--- src/rtl/cameralink_tx_pkg.sv ---
// Shared types and constants for the Camera Link Medium transmit framer.
// Port packing is expressed as bit offsets into the 48-bit {px3,px2,px1,px0} beat.
package cameralink_tx_pkg;

    localparam int unsigned CNT_W_DEFAULT = 16;

    localparam logic MODE_BASE   = 1'b0;
    localparam logic MODE_MEDIUM = 1'b1;

    localparam int unsigned PORT_A_LSB    = 0;
    localparam int unsigned PORT_B_HI_LSB = 20;
    localparam int unsigned PORT_B_LO_LSB = 8;
    localparam int unsigned PORT_C_LSB    = 12;
    localparam int unsigned PORT_D_LSB    = 24;
    localparam int unsigned PORT_E_HI_LSB = 44;
    localparam int unsigned PORT_E_LO_LSB = 32;
    localparam int unsigned PORT_F_LSB    = 36;

    typedef enum logic [2:0] {
        StIdle,
        StFvSetup,
        StLine,
        StHblank,
        StFvHold,
        StVblank
    } tx_state_e;

endpackage

--- src/rtl/cameralink_px_pack.sv ---
// Registered pixel-to-port packing stage. Ports hold their value when no beat is
// accepted; channel-2 ports and DVAL are forced low in Base mode.
module cameralink_px_pack
    import cameralink_tx_pkg::*;
#(
    parameter int unsigned PIX_W = 12
) (
    input  logic               clk_i,
    input  logic               rst_i,
    input  logic [4*PIX_W-1:0] beat_i,
    input  logic               valid_i,
    input  logic               mode_i,
    output logic [7:0]         port_a_o,
    output logic [7:0]         port_b_o,
    output logic [7:0]         port_c_o,
    output logic [7:0]         port_d_o,
    output logic [7:0]         port_e_o,
    output logic [7:0]         port_f_o,
    output logic               dval1_o,
    output logic               dval2_o
);

    logic [7:0] a_q, a_d, b_q, b_d, c_q, c_d, d_q, d_d, e_q, e_d, f_q, f_d;
    logic       dval1_q, dval1_d, dval2_q, dval2_d;

    always_comb begin
        a_d = a_q;
        b_d = b_q;
        c_d = c_q;
        d_d = d_q;
        e_d = e_q;
        f_d = f_q;
        if (valid_i) begin
            a_d = beat_i[PORT_A_LSB +: 8];
            b_d = {beat_i[PORT_B_HI_LSB +: 4], beat_i[PORT_B_LO_LSB +: 4]};
            c_d = beat_i[PORT_C_LSB +: 8];
        end
        if (mode_i == MODE_MEDIUM) begin
            if (valid_i) begin
                d_d = beat_i[PORT_D_LSB +: 8];
                e_d = {beat_i[PORT_E_HI_LSB +: 4], beat_i[PORT_E_LO_LSB +: 4]};
                f_d = beat_i[PORT_F_LSB +: 8];
            end
        end else begin
            d_d = '0;
            e_d = '0;
            f_d = '0;
        end
        dval1_d = valid_i;
        dval2_d = valid_i && (mode_i == MODE_MEDIUM);
    end

    always_ff @(posedge clk_i or posedge rst_i) begin
        if (rst_i) begin
            a_q     <= '0;
            b_q     <= '0;
            c_q     <= '0;
            d_q     <= '0;
            e_q     <= '0;
            f_q     <= '0;
            dval1_q <= 1'b0;
            dval2_q <= 1'b0;
        end else begin
            a_q     <= a_d;
            b_q     <= b_d;
            c_q     <= c_d;
            d_q     <= d_d;
            e_q     <= e_d;
            f_q     <= f_d;
            dval1_q <= dval1_d;
            dval2_q <= dval2_d;
        end
    end

    assign port_a_o = a_q;
    assign port_b_o = b_q;
    assign port_c_o = c_q;
    assign port_d_o = d_q;
    assign port_e_o = e_q;
    assign port_f_o = f_q;
    assign dval1_o  = dval1_q;
    assign dval2_o  = dval2_q;

endmodule

--- src/rtl/cameralink_medium_tx_framer.sv ---
// Camera Link Base/Medium transmit framer: frame/line timing FSM with shadowed
// configuration, feeding a registered packing stage that produces ports A-F.
module cameralink_medium_tx_framer
    import cameralink_tx_pkg::*;
#(
    parameter int unsigned PIX_W = 12,
    parameter int unsigned CNT_W = CNT_W_DEFAULT
) (
    input  logic               sys_clk,
    input  logic               sys_rst,
    input  logic               enable,
    input  logic               cameraSel,
    input  logic [CNT_W-1:0]   lineWidth,
    input  logic [CNT_W-1:0]   frameLines,
    input  logic [CNT_W-1:0]   hBlank,
    input  logic [CNT_W-1:0]   vBlank,
    input  logic [4*PIX_W-1:0] pixel_data_i,
    input  logic               pixel_vld_i,
    output logic               pixel_rdy_o,
    output logic [7:0]         portA,
    output logic [7:0]         portB,
    output logic [7:0]         portC,
    output logic [7:0]         portD,
    output logic [7:0]         portE,
    output logic [7:0]         portF,
    output logic               FVAL1,
    output logic               LVAL1,
    output logic               DVAL1,
    output logic               FVAL2,
    output logic               LVAL2,
    output logic               DVAL2,
    output logic               frame_done,
    output logic [15:0]        frame_cnt,
    output logic               underrun,
    output logic               cfg_err
);

    localparam int unsigned BEAT_W = CNT_W - 1;

    function automatic logic [BEAT_W-1:0] beats_of(input logic [CNT_W-1:0] w, input logic mode);
        return (mode == MODE_MEDIUM) ? {1'b0, w[CNT_W-1:2]} : w[CNT_W-1:1];
    endfunction

    tx_state_e         state_q, state_d;
    logic [BEAT_W-1:0] beat_cnt_q, beat_cnt_d, beats_s_q, beats_s_d;
    logic [CNT_W-1:0]  line_cnt_q, line_cnt_d, blank_cnt_q, blank_cnt_d;
    logic [CNT_W-1:0]  lines_s_q, lines_s_d, hblank_s_q, hblank_s_d, vblank_s_q, vblank_s_d;
    logic              mode_s_q, mode_s_d;
    logic              fval_q, fval_d, lval_q, lval_d, fval2_q, fval2_d, lval2_q, lval2_d;
    logic              frame_done_q, frame_done_d, underrun_q, underrun_d;
    logic              cfg_err_q, cfg_err_d, enable_q;
    logic [15:0]       frame_cnt_q, frame_cnt_d;
    logic              accept, cfg_ok, start_ok, load_cfg, blank_last;

    assign pixel_rdy_o = (state_q == StLine);
    assign accept      = pixel_rdy_o && pixel_vld_i;
    assign cfg_ok      = (lineWidth != '0) && (frameLines != '0) &&
                         (beats_of(lineWidth, cameraSel) != '0);
    assign start_ok    = enable && cfg_ok;
    assign blank_last  = (blank_cnt_q <= CNT_W'(1));

    always_comb begin
        state_d     = state_q;
        beat_cnt_d  = beat_cnt_q;
        line_cnt_d  = line_cnt_q;
        blank_cnt_d = blank_cnt_q;
        load_cfg    = 1'b0;
        case (state_q)
            StIdle: begin
                if (start_ok) begin
                    load_cfg    = 1'b1;
                    blank_cnt_d = hBlank;
                    state_d     = StFvSetup;
                end
            end
            StFvSetup, StHblank: begin
                if (blank_last) state_d = StLine;
                else            blank_cnt_d = blank_cnt_q - CNT_W'(1);
            end
            StLine: begin
                if (accept) begin
                    if (beat_cnt_q == beats_s_q - BEAT_W'(1)) begin
                        beat_cnt_d  = '0;
                        blank_cnt_d = hblank_s_q;
                        if (line_cnt_q == lines_s_q - CNT_W'(1)) begin
                            line_cnt_d = '0;
                            state_d    = StFvHold;
                        end else begin
                            line_cnt_d = line_cnt_q + CNT_W'(1);
                            state_d    = StHblank;
                        end
                    end else begin
                        beat_cnt_d = beat_cnt_q + BEAT_W'(1);
                    end
                end
            end
            StFvHold: begin
                if (blank_last) begin
                    blank_cnt_d = vblank_s_q;
                    state_d     = StVblank;
                end else begin
                    blank_cnt_d = blank_cnt_q - CNT_W'(1);
                end
            end
            StVblank: begin
                if (blank_last) begin
                    if (start_ok) begin
                        load_cfg    = 1'b1;
                        blank_cnt_d = hBlank;
                        state_d     = StFvSetup;
                    end else begin
                        state_d = StIdle;
                    end
                end else begin
                    blank_cnt_d = blank_cnt_q - CNT_W'(1);
                end
            end
            default: state_d = StIdle;
        endcase
    end

    always_comb begin
        beats_s_d  = load_cfg ? beats_of(lineWidth, cameraSel) : beats_s_q;
        lines_s_d  = load_cfg ? frameLines : lines_s_q;
        hblank_s_d = load_cfg ? hBlank : hblank_s_q;
        vblank_s_d = load_cfg ? vBlank : vblank_s_q;
        mode_s_d   = load_cfg ? cameraSel : mode_s_q;
        // Control bits are registered once so they line up with the packed data.
        fval_d       = state_q inside {StFvSetup, StLine, StHblank, StFvHold};
        lval_d       = (state_q == StLine);
        fval2_d      = fval_d && (mode_s_q == MODE_MEDIUM);
        lval2_d      = lval_d && (mode_s_q == MODE_MEDIUM);
        frame_done_d = fval_q && !fval_d;
        frame_cnt_d  = frame_cnt_q + 16'(frame_done_d);
        underrun_d   = (enable && !enable_q) ? 1'b0
                                             : (underrun_q || (pixel_rdy_o && !pixel_vld_i));
        cfg_err_d    = (state_q == StIdle) && enable && !cfg_ok;
    end

    always_ff @(posedge sys_clk or posedge sys_rst) begin
        if (sys_rst) begin
            state_q      <= StIdle;
            beat_cnt_q   <= '0;
            line_cnt_q   <= '0;
            blank_cnt_q  <= '0;
            beats_s_q    <= '0;
            lines_s_q    <= '0;
            hblank_s_q   <= '0;
            vblank_s_q   <= '0;
            mode_s_q     <= MODE_BASE;
            fval_q       <= 1'b0;
            lval_q       <= 1'b0;
            fval2_q      <= 1'b0;
            lval2_q      <= 1'b0;
            frame_done_q <= 1'b0;
            frame_cnt_q  <= '0;
            underrun_q   <= 1'b0;
            cfg_err_q    <= 1'b0;
            enable_q     <= 1'b0;
        end else begin
            state_q      <= state_d;
            beat_cnt_q   <= beat_cnt_d;
            line_cnt_q   <= line_cnt_d;
            blank_cnt_q  <= blank_cnt_d;
            beats_s_q    <= beats_s_d;
            lines_s_q    <= lines_s_d;
            hblank_s_q   <= hblank_s_d;
            vblank_s_q   <= vblank_s_d;
            mode_s_q     <= mode_s_d;
            fval_q       <= fval_d;
            lval_q       <= lval_d;
            fval2_q      <= fval2_d;
            lval2_q      <= lval2_d;
            frame_done_q <= frame_done_d;
            frame_cnt_q  <= frame_cnt_d;
            underrun_q   <= underrun_d;
            cfg_err_q    <= cfg_err_d;
            enable_q     <= enable;
        end
    end

    cameralink_px_pack #(
        .PIX_W(PIX_W)
    ) u_pack (
        .clk_i   (sys_clk),
        .rst_i   (sys_rst),
        .beat_i  (pixel_data_i),
        .valid_i (accept),
        .mode_i  (mode_s_q),
        .port_a_o(portA),
        .port_b_o(portB),
        .port_c_o(portC),
        .port_d_o(portD),
        .port_e_o(portE),
        .port_f_o(portF),
        .dval1_o (DVAL1),
        .dval2_o (DVAL2)
    );

    assign FVAL1      = fval_q;
    assign LVAL1      = lval_q;
    assign FVAL2      = fval2_q;
    assign LVAL2      = lval2_q;
    assign frame_done = frame_done_q;
    assign frame_cnt  = frame_cnt_q;
    assign underrun   = underrun_q;
    assign cfg_err    = cfg_err_q;

endmodule
--- config.mk ---
export PLATFORM = sky130hd
export DESIGN_NAME = cameralink_medium_tx_framer
export DESIGN_NICKNAME = d
export VERILOG_FILES = /design/src/rtl/cameralink_tx_pkg.sv /design/src/rtl/cameralink_px_pack.sv /design/src/rtl/cameralink_medium_tx_framer.sv
export SDC_FILE = /design/constraint.sdc
export NUM_CORES = 1
export LEC_CHECK = 0
export BUFFER_PORTS_ARGS = -buffer_cell sky130_fd_sc_hd__buf_2
export CAP_MARGIN = 30
export CORE_ASPECT_RATIO = 1.2
export CORE_MARGIN = 1
export CORE_UTILIZATION = 50
export DETAILED_ROUTE_END_ITERATION = 6
export GPL_TIMING_DRIVEN = 0
export HOLD_SLACK_MARGIN = 0.05
export PLACE_DENSITY = 0.71
export RECOVER_POWER = 25
export SYNTH_ARGS = -nofsm -noshare
export SYNTH_HDL_FRONTEND = slang
export SYNTH_SLANG_ARGS = --single-unit
export TNS_END_PERCENT = 30
--- constraint.sdc ---
create_clock -name sys_clk -period 18.2 [get_ports sys_clk]
set_input_delay 3.64 -clock sys_clk [delete_from_list [all_inputs] [get_ports sys_clk]]
set_output_delay 3.64 -clock sys_clk [all_outputs]
set_load 0.02 [all_outputs]
### Word-level counts from Yosys, hierarchy flattened

Cells that the tools add are included.

* add/sub/neg operators: 6
* $lt $le $gt $ge: 1
* equality and inequality tests: 15
* muxes and demuxes: 29
* reduce and logical (&&, ||, !) cells: 28

Operators by type and width (count)
* 16-bit two-way mux: 7
* 16-bit case mux with 5 select lines: 1
* 8-bit two-way mux: 6
* 16-bit nonzero test: 2
* 16-bit by 1-bit subtractor with 16-bit output, second input constant: 2
* 15-bit two-way mux: 2
* 3-bit two-way mux: 7
* 16-bit by 1-bit adder with 16-bit output: 1
* 16-bit by 1-bit adder with 16-bit output, second input constant: 1
* 16-bit equality test: 1
* 16-bit by 1-bit less-or-equal comparator with 1-bit output, second input constant: 1
* 15-bit by 1-bit adder with 15-bit output, second input constant: 1
* 15-bit equality test: 1
* 3-bit case mux with 5 select lines: 1
* 15-bit nonzero test: 1
* 15-bit by 1-bit subtractor with 15-bit output, second input constant: 1
* 1-bit logical AND: 12
* 2-bit != test, second input constant: 5
* 3-bit by 2-bit equality test with 1-bit output, second input constant: 2
* 3-bit equality test, second input constant: 2
* 2-bit by 1-bit != test with 1-bit output, second input constant: 3
* 6-bit AND reduction: 1
* 5-bit nonzero test: 1
* 1-bit zero test: 4
* 10 further kinds: 13

* flip-flop bits (word level): 188
* bits of input ports: 117
* output and inout bits: 74
* logic and storage cells: 105

### Depth between registers and ports, before layout

Gate-level depths: netlist (run 1).

* depth in word-level cells: 7
* mapped depth: 12
* mapped depth without buffers: 10

### By module

From an unflattened synthesis (run 1), not the netlist that was laid out.

* cell total of the unflattened synthesis: 928
* area, all modules: 9815.7 µm²

Modules (own cells, without submodules)
* cameralink_medium_tx_framer: times used 1, cells an instance 796, area each 7795.0 µm², sequential area each 3453.3 µm²
* cameralink_px_pack: times used 1, cells an instance 132, area each 2020.7 µm², sequential area each 1251.2 µm²

### Worst setup path before layout (run 1)

OpenSTA, ideal clock, no wires.

* path kind: input -> register
* from: input cameraSel
* to: register vblank_s_q[0]
* library setup time: 0.125 ns
* arrival time: 5.670 ns
* data required time: 18.075 ns
* path slack: 12.405 ns
* stages on the path: 10
* path buffers: 4
* cell sequence: clkbuf_1 > nand2b_1 > nand3_1 > o21ai_0 > nor2_1 > and3b_1 > clkbuf_1 > buf_2 > buf_2 > mux2_2

* cells in the longest elaborated chain, start to end: 7

RTL lines
* start: declaration: line cameralink_medium_tx_framer.sv:12 `input logic cameraSel,`
* 15-bit two-way mux *: line cameralink_medium_tx_framer.sv:41 `return (mode == MODE_MEDIUM) ? {1'b0, w[CNT_W-1:2]} : w[CNT_W-1:1];`
* 15-bit nonzero test *: line cameralink_medium_tx_framer.sv:58 `(beats_of(lineWidth, cameraSel) != '0);`
* 1-bit logical AND *: line cameralink_medium_tx_framer.sv:57 `assign cfg_ok = (lineWidth != '0) && (frameLines != '0) &&`
* 1-bit logical AND *: line cameralink_medium_tx_framer.sv:59 `assign start_ok = enable && cfg_ok;`
* 1-bit two-way mux *: line cameralink_medium_tx_framer.sv:70, cameralink_medium_tx_framer.sv:107
* 1-bit two-way mux: line cameralink_medium_tx_framer.sv:106 `if (blank_last) begin`
* 1-bit case mux with 2 select lines *: line cameralink_medium_tx_framer.sv:68 `case (state_q)`
* end signal: assignment: line cameralink_medium_tx_framer.sv:168 `vblank_s_q <= vblank_s_d;`
* end: declaration: line cameralink_medium_tx_framer.sv:47 `logic [CNT_W-1:0] lines_s_q, lines_s_d, hblank_s_q, hblank_s_d, vblank_s_q, vblank_s_d;`

Every way passes the cells marked *; elsewhere a longest branch is shown, timed or not.
A chain may end at the register's enable or synchronous reset.

### Worst setup path after layout (run 1)

* from: input cameraSel
* to: register beats_s_q[0]

* cells in the longest elaborated chain, start to end: 7

RTL lines
* 15-bit two-way mux *: line cameralink_medium_tx_framer.sv:41
* 15-bit nonzero test: line cameralink_medium_tx_framer.sv:58
* 1-bit logical AND: line cameralink_medium_tx_framer.sv:57
* 1-bit logical AND: line cameralink_medium_tx_framer.sv:59
* 1-bit two-way mux: line cameralink_medium_tx_framer.sv:70, cameralink_medium_tx_framer.sv:107
* 1-bit two-way mux: line cameralink_medium_tx_framer.sv:106
* 1-bit case mux with 2 select lines: line cameralink_medium_tx_framer.sv:68
* end signal: assignment: line cameralink_medium_tx_framer.sv:165 `beats_s_q <= beats_s_d;`
* end: declaration: line cameralink_medium_tx_framer.sv:45 `logic [BEAT_W-1:0] beat_cnt_q, beat_cnt_d, beats_s_q, beats_s_d;`

Marks and branches as above.

==> impl_metrics.yaml, run 1 <==
global_route:
  number_of_global_route_vias_before_repair: 8206
  grt_antenna_before_repair: 2
  global_route_usage_sum_pct: 26.49
  grt_overflow_total: 0
  grt_max_degree: 99
  grt_pass1_wl_mm: 41.38
finish:
  postLayoutCoreUtil_pct: 61.27
  final_cell_mix: "sky130_fd_sc_hd__buf_2 (193), sky130_fd_sc_hd__dfrtp_1 (188), sky130_fd_sc_hd__nand2_1 (122)"
  final_nets: 1310
  areaGrowthSynthToFinish_pct: 19.30
  finalNonFillerCells: 1454
  n_antenna_cell: 0
  layout_commonest_cell: "sky130_fd_sc_hd__buf_2"
  drive_gt1_share_pct: 24.87
  fill_cells: 1683
worst_setup_path:
  timing.critical_path.required_ns: 18.49
  end_kind: "register"
  reg2reg_from: "beats_s_q[0]"
  ff2ff_setup_slack_ns: 14.38
  cp-start-kind: "input pin"
  timing_worst_setup_path_type: "input pin to register"
  library_cell_contributing_the_largest_single_delay_on_the_critical_path: "sky130_fd_sc_hd__nor2_1"
  r2r_cells: 11
  crit-reg2reg-capture: "blank_cnt_q[0]"
  worstPathArrival_ns: 6.66
  cp_common_cell: "sky130_fd_sc_hd__clkbuf_1"
  max_fanout_on_critical_path: 10
  crit_path_cell_trace: "clkbuf_1 -> nand2b_1 -> nand3_1 -> o21ai_0 -> nor2_1 -> and3b_1 -> clkbuf_1 -> buf_2 -> buf_1 -> a31oi_1"
  slowest_delay_ns: 0.69
power:
  share_comb_of_total_power_pct: 15.3
  switching_share_pct: 29.74
  clock_power_share_pct: 37.3
  share_seq_of_total_power_pct: 47.4
  cell_leakage_power_nw: 5.576
  cell_internal_pwr_mw: 0.7092
  cellPowerDensity_nw_per_um2: 86.75
  peakVddDrop_mv: 0.06922
  design_power_mw: 1.009
  total_switching_power_mw: 0.3003
drt:
  met2_wirelength_mm: 11.96
  detail_route_met3_wl_mm: 1.354
  wl_met1_mm: 10.98
  antenna_violating_nets_remaining: 0
  vias: 8202
  vias_per_cell: 5.641
  route.detailed.drc: 0
  drt-initial-drc-count: 622
  wirelength_mm: 25.08
  highest_layer: "met5"
  routed_wire_length_per_instance_um: 17.25
  drt_pre_antenna_iters: 5
yosys:
  largest_family_of_logic_cells_by_synthesized_area: "simple AND/OR/NAND/NOR gates"
  synth_cells: 977
  edff_count_synth: 0
  synth-simple-area-share_pct: 17.75
  synthesis.nets: 1102
  synth.lib_cells_used.distinct: 67
  synth-async-reset-ratio_pct: 100.0
  synth-xor-area-share_pct: 6.644
  synth-seq-cells: 188
  netlist_area_sq_um: 9754
  compound_gate_fraction_of_synth_area_pct: 14.60
  yosys.area_share.adder_pct: 1.026
  synth-warning-count: 0
  syn_avg_cell_area_sq_um: 9.984
  yosysSeqAreaShare_pct: 48.23
  synth_ff_type: "sky130_fd_sc_hd__dfrtp_1"
  synth.area.mux_share_pct: 8.620
place:
  numPortBuffers: 188
  globalplace.congestion: 0.9356
  hpwl_detailed_mm: 18.31
  placed_cells: 1422
floorplan:
  die_area_sq_um: 20070
  row_count: 55
  initial_core_util_pct: 51.36
  floorplan.io_pins: 191
  fp.dieW_um: 129.5
  die_y_um: 155.0
  design.core.area_sq_um: 18990
worst_hold_path:
  min-delay-path-class: "register to register"
  min_delay_path_depth: 2
  holdCritStartpoint: "u_pack.port_a_o[7]"
  min_delay_worst_endpoint: "u_pack.port_a_o[7]"
timing:
  timing.final.hold_violations: 0
  min_period_over_period_pct: 34.95
  finalSetupViolations: 0
  finalHoldWorstSlack_ns: 0.4715
  min_period_ns: 6.362
  final-max-slew-violation-count: 91
  rsz0062_at_grt: "no"
  worst_pin_slew_ns: 4.036
  clk_skew_ns: 0.01357
  fmaxAchievable_mhz: 157.2
  totalNegativeSetupSlack_ns: 0
  slew_headroom_pct: -170.5
outcome:
  run_status: "finished with violations"
  violations_in_the_final_reports: "capacitance limit, slew limit"
cts:
  clockRootBuffer: "sky130_fd_sc_hd__clkbuf_16"
  cts_setup_buffers: 0
  cts_max_level: 4
  clock_latency_ns: 0.45
  postCtsHoldBufs: 0
  clk_slew_on_worst_s_h_paths_ns: 0.08
  tritoncts_num_sinks: 188
  ctsResizeCount: 0
  clk_path_buf_depth: 2
  cts_inserted_buffers: 17
  cts_tree: "done"
flow_run:
  drv_cap: 1
## metrics by stage
| stage | instance area (sq um) | setup WS, ns |
|---|---|---|
| 3_3_place_gp | 11020 | 7.270 |
| 4_1_cts | 11650 | 11.88 |
| 2_1_floorplan | 9754 | 9.446 |
| 3_5_place_dp | 11050 | 11.39 |
| 5_1_grt | 11640 | 11.25 |
| 6_report | 11640 | 11.84 |
## cell usage after synthesis (all sizes together) (17+ instances only)
library cell | count | share of area [%]
dfrtp | 188 | 48
nand2 | 122 | 4.7
nor2 | 70 | 2.7
o21ai | 64 | 3.3
mux2 | 56 | 6.5
xnor2 | 44 | 4.0
a22o | 41 | 3.7
a21oi | 39 | 2.1
clkbuf | 39 | 1.5
nand3 | 31 | 1.6
xor2 | 30 | 2.7
inv | 23 | 0.89
mux2i | 21 | 2.2
and3 | 18 | 1.2
nor2b | 18 | 1.2
nor3 | 17 | 0.87
## power by group through the flow
stage                     sequential (mW)  clock, mW  combinational, mW
final                               0.479      0.377              0.154
after global routing                0.483      0.399              0.174
after CTS                           0.478      0.382              0.155
after detailed placement            0.485          0              0.154
after global placement              0.484          0              0.148
after floorplan                     0.477          0              0.114
## worst max-delay path, delay by kind of cell
| kind | cells | cell delay [ns] |
|---|---|---|
| AOI/OAI and AO/OA | 2 | 0.41 |
| and+or+nand+nor | 4 | 1.34 |
| buffers and inverters | 4 | 1.26 |
## layer usage
layer  vias up  track usage (%)
met5         -                0
met3        59            5.708
met4         4            10.35
met2       280            41.86
li1       3901                -
met1      3958            35.50
## cell type report
| type | count | area (sq um) | share of cell area (%) |
|---|---|---|---|
| timing repair buffer | 189 | 965.9 | 8.300 |
| inverter | 23 | 87.58 | 0.7526 |
| clock buffer | 17 | 425.4 | 3.656 |
| buffer | 53 | 219.0 | 1.882 |
| tap | 256 | 320.3 | 2.752 |
| clock inverter | 15 | 170.2 | 1.462 |
| sequential | 188 | 4705 | 40.43 |
| multi-input combinational | 713 | 4745 | 40.77 |
## sequential cells by signal, indices dropped and copies added (netlist names), 15 cells and up
name	flops
blank_cnt_q	16
frame_cnt	16
hblank_s_q	16
line_cnt_q	16
lines_s_q	16
vblank_s_q	16
beat_cnt_q	15
beats_s_q	15
## how the worst max path moves through the flow
stage | startpoint | to | slack, ns | cells past startpoint
after CTS | cameraSel | beats_s_q[0] | 11.88 | 10
after global routing | sys_rst | blank_cnt_q[5] | 11.25 | 2
after detailed placement | cameraSel | beats_s_q[0] | 11.39 | 10
after floorplan | sys_rst | FVAL1 | 9.45 | 1
after global placement | sys_rst | lines_s_q[5] | 7.27 | 2
final | cameraSel | beats_s_q[0] | 11.84 | 10
## cells by family (layout without fill, tap and decap cells)
family                     Yosys count  after routing
AOI/OAI and AO/OA                  204            204
xor gates and xnor gates            74             74
adders and majority gates            8              8
buffers and inverters               76            297
DFF                                188            188
muxes                               77             77
and+or+nand+nor                    350            350
Note: power is estimated with default switching activity, not from simulation.
==> run 2: changes to the inputs <==
PLACE_DENSITY = 0.74   (was 0.71)
clock period = 5.35 ns   (was 18.2 ns; I/O delays follow)
==> impl_metrics.yaml, run 2 (synthesis gave the netlist of run 1 again) <==
cts:
  cts_setup_buffers: 0
  clockRootBuffer: "sky130_fd_sc_hd__clkbuf_16"
  cts_max_level: 4
  ctsResizeCount: 0
  cts_tree: "done"
  clock_latency_ns: 0.45
  tritoncts_num_sinks: 188
  postCtsHoldBufs: 0
  clk_path_buf_depth: 2
  cts_inserted_buffers: 17
  clk_slew_on_worst_s_h_paths_ns: 0.08
finish:
  final_cell_mix: "sky130_fd_sc_hd__buf_2 (194), sky130_fd_sc_hd__dfrtp_1 (188), sky130_fd_sc_hd__nand2_1 (122)"
  layout_commonest_cell: "sky130_fd_sc_hd__buf_2"
  final_design_area_no_fill_sq_um: 11700
  areaGrowthSynthToFinish_pct: 19.90
  drive_gt1_share_pct: 24.96
  final_nets: 1314
floorplan:
  floorplan.io_pins: 191
  die_y_um: 155.0
  row_count: 55
  fp.dieW_um: 129.5
  initial_core_util_pct: 51.36
  die_area_sq_um: 20070
  design.core.area_sq_um: 18990
worst_hold_path:
  holdCritStartpoint: "u_pack.port_c_o[6]"
  min-delay-path-class: "register to register"
  min_delay_path_depth: 2
  min_delay_worst_endpoint: "u_pack.port_c_o[6]"
power:
  peakVddDrop_mv: 0.2232
  cell_leakage_power_nw: 5.607
  cellPowerDensity_nw_per_um2: 297.5
  design_power_mw: 3.479
global_route:
  global_route_usage_sum_pct: 26.20
  grt_pass1_wl_mm: 40.83
  number_of_global_route_vias_before_repair: 8049
  grt_overflow_total: 0
  grt_max_degree: 42
  grt_antenna_before_repair: 2
drt:
  drt_pre_antenna_iters: 5
  drt-initial-drc-count: 528
  wirelength_mm: 25.09
  vias_per_cell: 5.675
  route.detailed.drc: 0
  vias: 8280
  antenna_violating_nets_remaining: 0
  routed_wire_length_per_instance_um: 17.20
outcome:
  violations_in_the_final_reports: "capacitance limit, slew limit"
  run_status: "finished with violations"
timing:
  final-max-slew-violation-count: 101
  totalNegativeSetupSlack_ns: 0
  post-route-worst-setup-slack_ns: 1.551
  finalSetupViolations: 0
  worst_pin_slew_ns: 2.083
  fmaxAchievable_mhz: 263.2
  min_period_over_period_pct: 71.01
  timing.final.hold_violations: 0
  slew_headroom_pct: -38.84
  rsz0062_at_grt: "no"
  clk_skew_ns: 0.01211
  finalHoldWorstSlack_ns: 0.4759
  min_period_ns: 3.799
worst_setup_path:
  reg2reg_from: "beats_s_q[0]"
  max_fanout_on_critical_path: 10
  timing.critical_path.required_ns: 5.72
  timing_worst_setup_path_type: "input pin to register"
  ff2ff_setup_slack_ns: 1.61
  crit-reg2reg-capture: "blank_cnt_q[6]"
  cp-start-kind: "input pin"
  end_kind: "register"
  r2r_cells: 10
  worstPathArrival_ns: 4.16
flow_run:
  drv_cap: 3
place:
  place_ws_ns: 1.133
  placed_cell_area_sq_um: 11130
  numPortBuffers: 188
  hpwl_detailed_mm: 18.43
  globalplace.congestion: 0.9094
## run 2: cell count changes in the layout (fill, tap and decap cells not counted), sizes merged
cell and delta:
diode +1, bufinv +1, clkbuf +2, clkinvlp -1, buf +2
## run 2: routing by layer
| metal | GRT usage [%] | part of all wire (%) |
|---|---|---|
| met5 | 0 | 0.052 |
| met4 | 10.52 | 2.8 |
| met3 | 4.264 | 4.5 |
| met2 | 43.63 | 49 |
| met1 | 33.95 | 43 |
## run 2: layout make-up
type | instances | area [sq um]
multi-input combinational | 713 | 4745
buffer | 53 | 219.0
clock inverter | 15 | 192.7
sequential | 188 | 4705
antenna | 1 | 2.502
fill | 1657 | 7298
clock buffer | 17 | 425.4
tap | 256 | 320.3
timing repair buffer | 193 | 998.5
inverter | 23 | 87.58
## run 2: where the power goes
group / switching (mW) / internal (mW) / leakage (nW)
Clock: 0.641 / 0.680 / 0.302
Combinational: 0.267 / 0.261 / 2.85
Sequential: 0.110 / 1.52 / 2.45
## run 2: how the worst max path moves through the flow
| stage | startpoint | to | slack [ns] | cells past startpoint |
|---|---|---|---|---|
| 2_1_floorplan | sys_rst | FVAL1 | 1.86 | 1 |
| 3_3_place_gp | sys_rst | hblank_s_q[13] | 0.65 | 2 |
| 3_5_place_dp | cameraSel | beats_s_q[0] | 1.13 | 10 |
| 4_1_cts | lineWidth[6] | beats_s_q[3] | 1.61 | 11 |
| 5_1_grt | sys_rst | u_pack.port_b_o[7] | 1.32 | 3 |
| 6_report | cameraSel | beats_s_q[3] | 1.55 | 11 |
## run 2: worst max-delay path, cell delays in order
cell                       delay, ns
sky130_fd_sc_hd__clkbuf_1       0.22
sky130_fd_sc_hd__nand2b_1       0.25
sky130_fd_sc_hd__nand3_1        0.12
sky130_fd_sc_hd__o21ai_0        0.26
sky130_fd_sc_hd__nor2_1         0.72
sky130_fd_sc_hd__and3b_1        0.26
sky130_fd_sc_hd__clkbuf_1       0.15
sky130_fd_sc_hd__buf_2          0.27
sky130_fd_sc_hd__buf_1          0.60
sky130_fd_sc_hd__nor2_1         0.09
sky130_fd_sc_hd__a21oi_1        0.15
## run 2: metrics by stage
step,util (%),instances
detailed placement,58.58,1426
CTS,61.84,1458
global placement,58.02,1421
floorplan,-,977
finish,61.57,1459
global route,61.57,1459
==> run 3: changes to the inputs <==
ABC_AREA = 1   (was unset)
PLACE_DENSITY = 0.71   (was 0.74)
clock period = 3.7 ns   (was 5.35 ns; I/O delays follow)
==> impl_metrics.yaml, run 3 <==
global_route:
  grt_max_degree: 41
  grt_pass1_wl_mm: 48.37
  grt_antenna_before_repair: 2
  grt_overflow_total: 0
  number_of_global_route_vias_before_repair: 9838
  global_route_usage_sum_pct: 28.39
timing:
  clk_skew_ns: 0.01355
  finalSetupViolations: 0
  worst_pin_slew_ns: 2.303
  finalHoldWorstSlack_ns: 0.3141
  min_period_over_period_pct: 83.87
  final-max-slew-violation-count: 115
  min_period_ns: 3.103
  timing.final.hold_violations: 0
  rsz0062_at_grt: "no"
  fmaxAchievable_mhz: 322.3
  slew_headroom_pct: -53.51
cts:
  clk_path_buf_depth: 2
  cts_inserted_buffers: 17
  cts_setup_buffers: 0
  clockRootBuffer: "sky130_fd_sc_hd__clkbuf_16"
  tritoncts_num_sinks: 188
  cts_max_level: 4
  clock_latency_ns: 0.44
  clk_slew_on_worst_s_h_paths_ns: 0.08
  ctsResizeCount: 0
  postCtsHoldBufs: 0
  cts_tree: "done"
yosys:
  yosys.cell_count.top_type: "sky130_fd_sc_hd__nand2_1"
  synth.largest_area_cell: "sky130_fd_sc_hd__dfrtp_1"
  synth-seq-cells: 188
  synth_ff_type: "sky130_fd_sc_hd__dfrtp_1"
  netlist_area_sq_um: 10670
  edff_count_synth: 0
  synth_top_area_share_pct: 44.10
  synthTopCellsByCount: "sky130_fd_sc_hd__nand2_1 (510), sky130_fd_sc_hd__dfrtp_1 (188), sky130_fd_sc_hd__inv_1 (135)"
  synthesis.nets: 1566
  synth_cells: 1441
  syn_avg_cell_area_sq_um: 7.403
  synth-async-reset-ratio_pct: 100.0
  synth-warning-count: 0
  netlist_top_cells_area: "sky130_fd_sc_hd__dfrtp_1 (44%), sky130_fd_sc_hd__nand2_1 (18%), sky130_fd_sc_hd__nand3_1 (5.5%), sky130_fd_sc_hd__inv_1 (4.8%), sky130_fd_sc_hd__xor2_1 (4.6%)"
  yosysSeqAreaShare_pct: 44.10
  synth.lib_cells_used.distinct: 46
outcome:
  run_status: "finished with violations"
  violations_in_the_final_reports: "capacitance limit, slew limit"
worst_setup_path:
  library_cell_contributing_the_largest_single_delay_on_the_critical_path: "sky130_fd_sc_hd__clkbuf_1"
  family_with_the_most_delay_on_the_worst_path: "buffers and inverters"
  worstPathArrival_ns: 2.36
  slowest_delay_ns: 0.59
  max_fanout_on_critical_path: 11
  timing.critical_path.required_ns: 2.96
  cp_num_buf_inv: 4
  crit_path_cell_trace: "inv_2 -> nand3_2 -> clkinv_1 -> clkbuf_1 -> buf_2"
  cp-start-kind: "register"
  end_kind: "primary output"
  timing_worst_setup_path_type: "register to primary output"
floorplan:
  design.core.area_sq_um: 20970
  die_area_sq_um: 21930
  floorplan.io_pins: 191
  fp.dieW_um: 135.3
  die_y_um: 162.0
  row_count: 58
  initial_core_util_pct: 50.87
worst_hold_path:
  min-delay-path-class: "input pin to asynchronous set/reset pin"
drt:
  routed_wire_length_per_instance_um: 15.49
  route.detailed.drc: 0
  drt-initial-drc-count: 731
  vias_per_cell: 5.271
  antenna_violating_nets_remaining: 0
  wirelength_mm: 30.04
  drt_pre_antenna_iters: 5
  vias: 10220
finish:
  final_cell_mix: "sky130_fd_sc_hd__nand2_1 (510), sky130_fd_sc_hd__buf_2 (198), sky130_fd_sc_hd__dfrtp_1 (188)"
  final_nets: 1779
  multi_input_comb_area_sq_um: 5130
  areaGrowthSynthToFinish_pct: 18.45
  fill_cells: 1970
  drive_gt1_share_pct: 17.88
  layout_commonest_cell: "sky130_fd_sc_hd__nand2_1"
  register_area_sq_um: 4705
place:
  numPortBuffers: 189
  hpwl_detailed_mm: 22.93
  globalplace.congestion: 0.9763
flow_run:
  drv_cap: 3
power:
  design_power_mw: 9.304
  cell_leakage_power_nw: 6.785
  cellPowerDensity_nw_per_um2: 736.3
  peakVddDrop_mv: 0.4410
==> run 3: area by class of cell <==
type | instances | area share [%]
timing repair buffer | 194 | 7.882
antenna | 2 | 0.03961
tap | 270 | 2.674
buffer | 47 | 2.268
sequential | 188 | 37.23
clock buffer | 17 | 3.367
multi-input combinational | 1062 | 40.60
clock inverter | 15 | 1.604
inverter | 144 | 4.337
==> run 3: through the flow <==
stage	cells	instance area, sq um	utilization (%)	setup slack (ns)	TNS [ns]
after floorplan	1441	10670	-	0.5395	0
after global placement	1900	11960	57.00	-0.7000	-127.60
after detailed placement	1905	12060	57.48	0.8148	0
after CTS	1937	12680	60.48	0.6172	0
after global routing	1939	12640	60.25	0.3578	0
final	1939	12640	60.25	0.5970	0
==> run 3: cells by family (layout without fill, tap and decap cells) <==
family | Yosys count | in the layout | share of synthesized area (%)
fa+ha+maj | 8 | 8 | 0.9383
xor+xnor | 74 | 74 | 6.076
flops | 188 | 188 | 44.10
compound gates | 132 | 132 | 7.037
simple gates | 848 | 848 | 34.04
buf+inv | 191 | 417 | 7.811
other cells | 0 | 2 | 0
==> run 3: final timing paths <==
check / cells after the start / slack (ns) / to / start
min in group sys_clk: 2 / 0.47 / u_pack.port_c_o[4] / u_pack.port_c_o[4]
max: 5 / 0.60 / pixel_rdy_o / state_q[2]
max reg2reg: 15 / 0.79 / frame_cnt[14] / state_q[1]
min reg2reg: 2 / 0.47 / u_pack.port_c_o[4] / u_pack.port_c_o[4]
min: 2 / 0.31 / u_pack.port_a_o[4] / sys_rst
max in group asynchronous: 3 / 0.86 / frame_cnt[4] / sys_rst
==> run 3: routing by layer <==
metal  share of wire [%]  vias to the layer above  track usage, %
met5                   0                        -               0
met4                 3.9                        0           13.89
met3                 4.5                       77           3.527
met2                  50                      332           49.02
met1                  41                     4797           34.87
li1                    -                     5015               -
==> run 3: worst reg2reg max path, delay by kind of cell (launching register included) <==
kind	cells	cell delay, ns
buffers and inverters	2	0.28
flip-flops	1	0.44
adder cells (fa/ha/maj)	2	0.41
AND/OR/NAND/NOR	10	1.56
XOR/XNOR	1	0.15
==> run 3: power by group <==
group | switching (mW) | internal, mW | total, mW
combinational | 2.67 | 1.42 | 4.08
sequential | 0.555 | 2.76 | 3.31
clock | 0.930 | 0.981 | 1.91
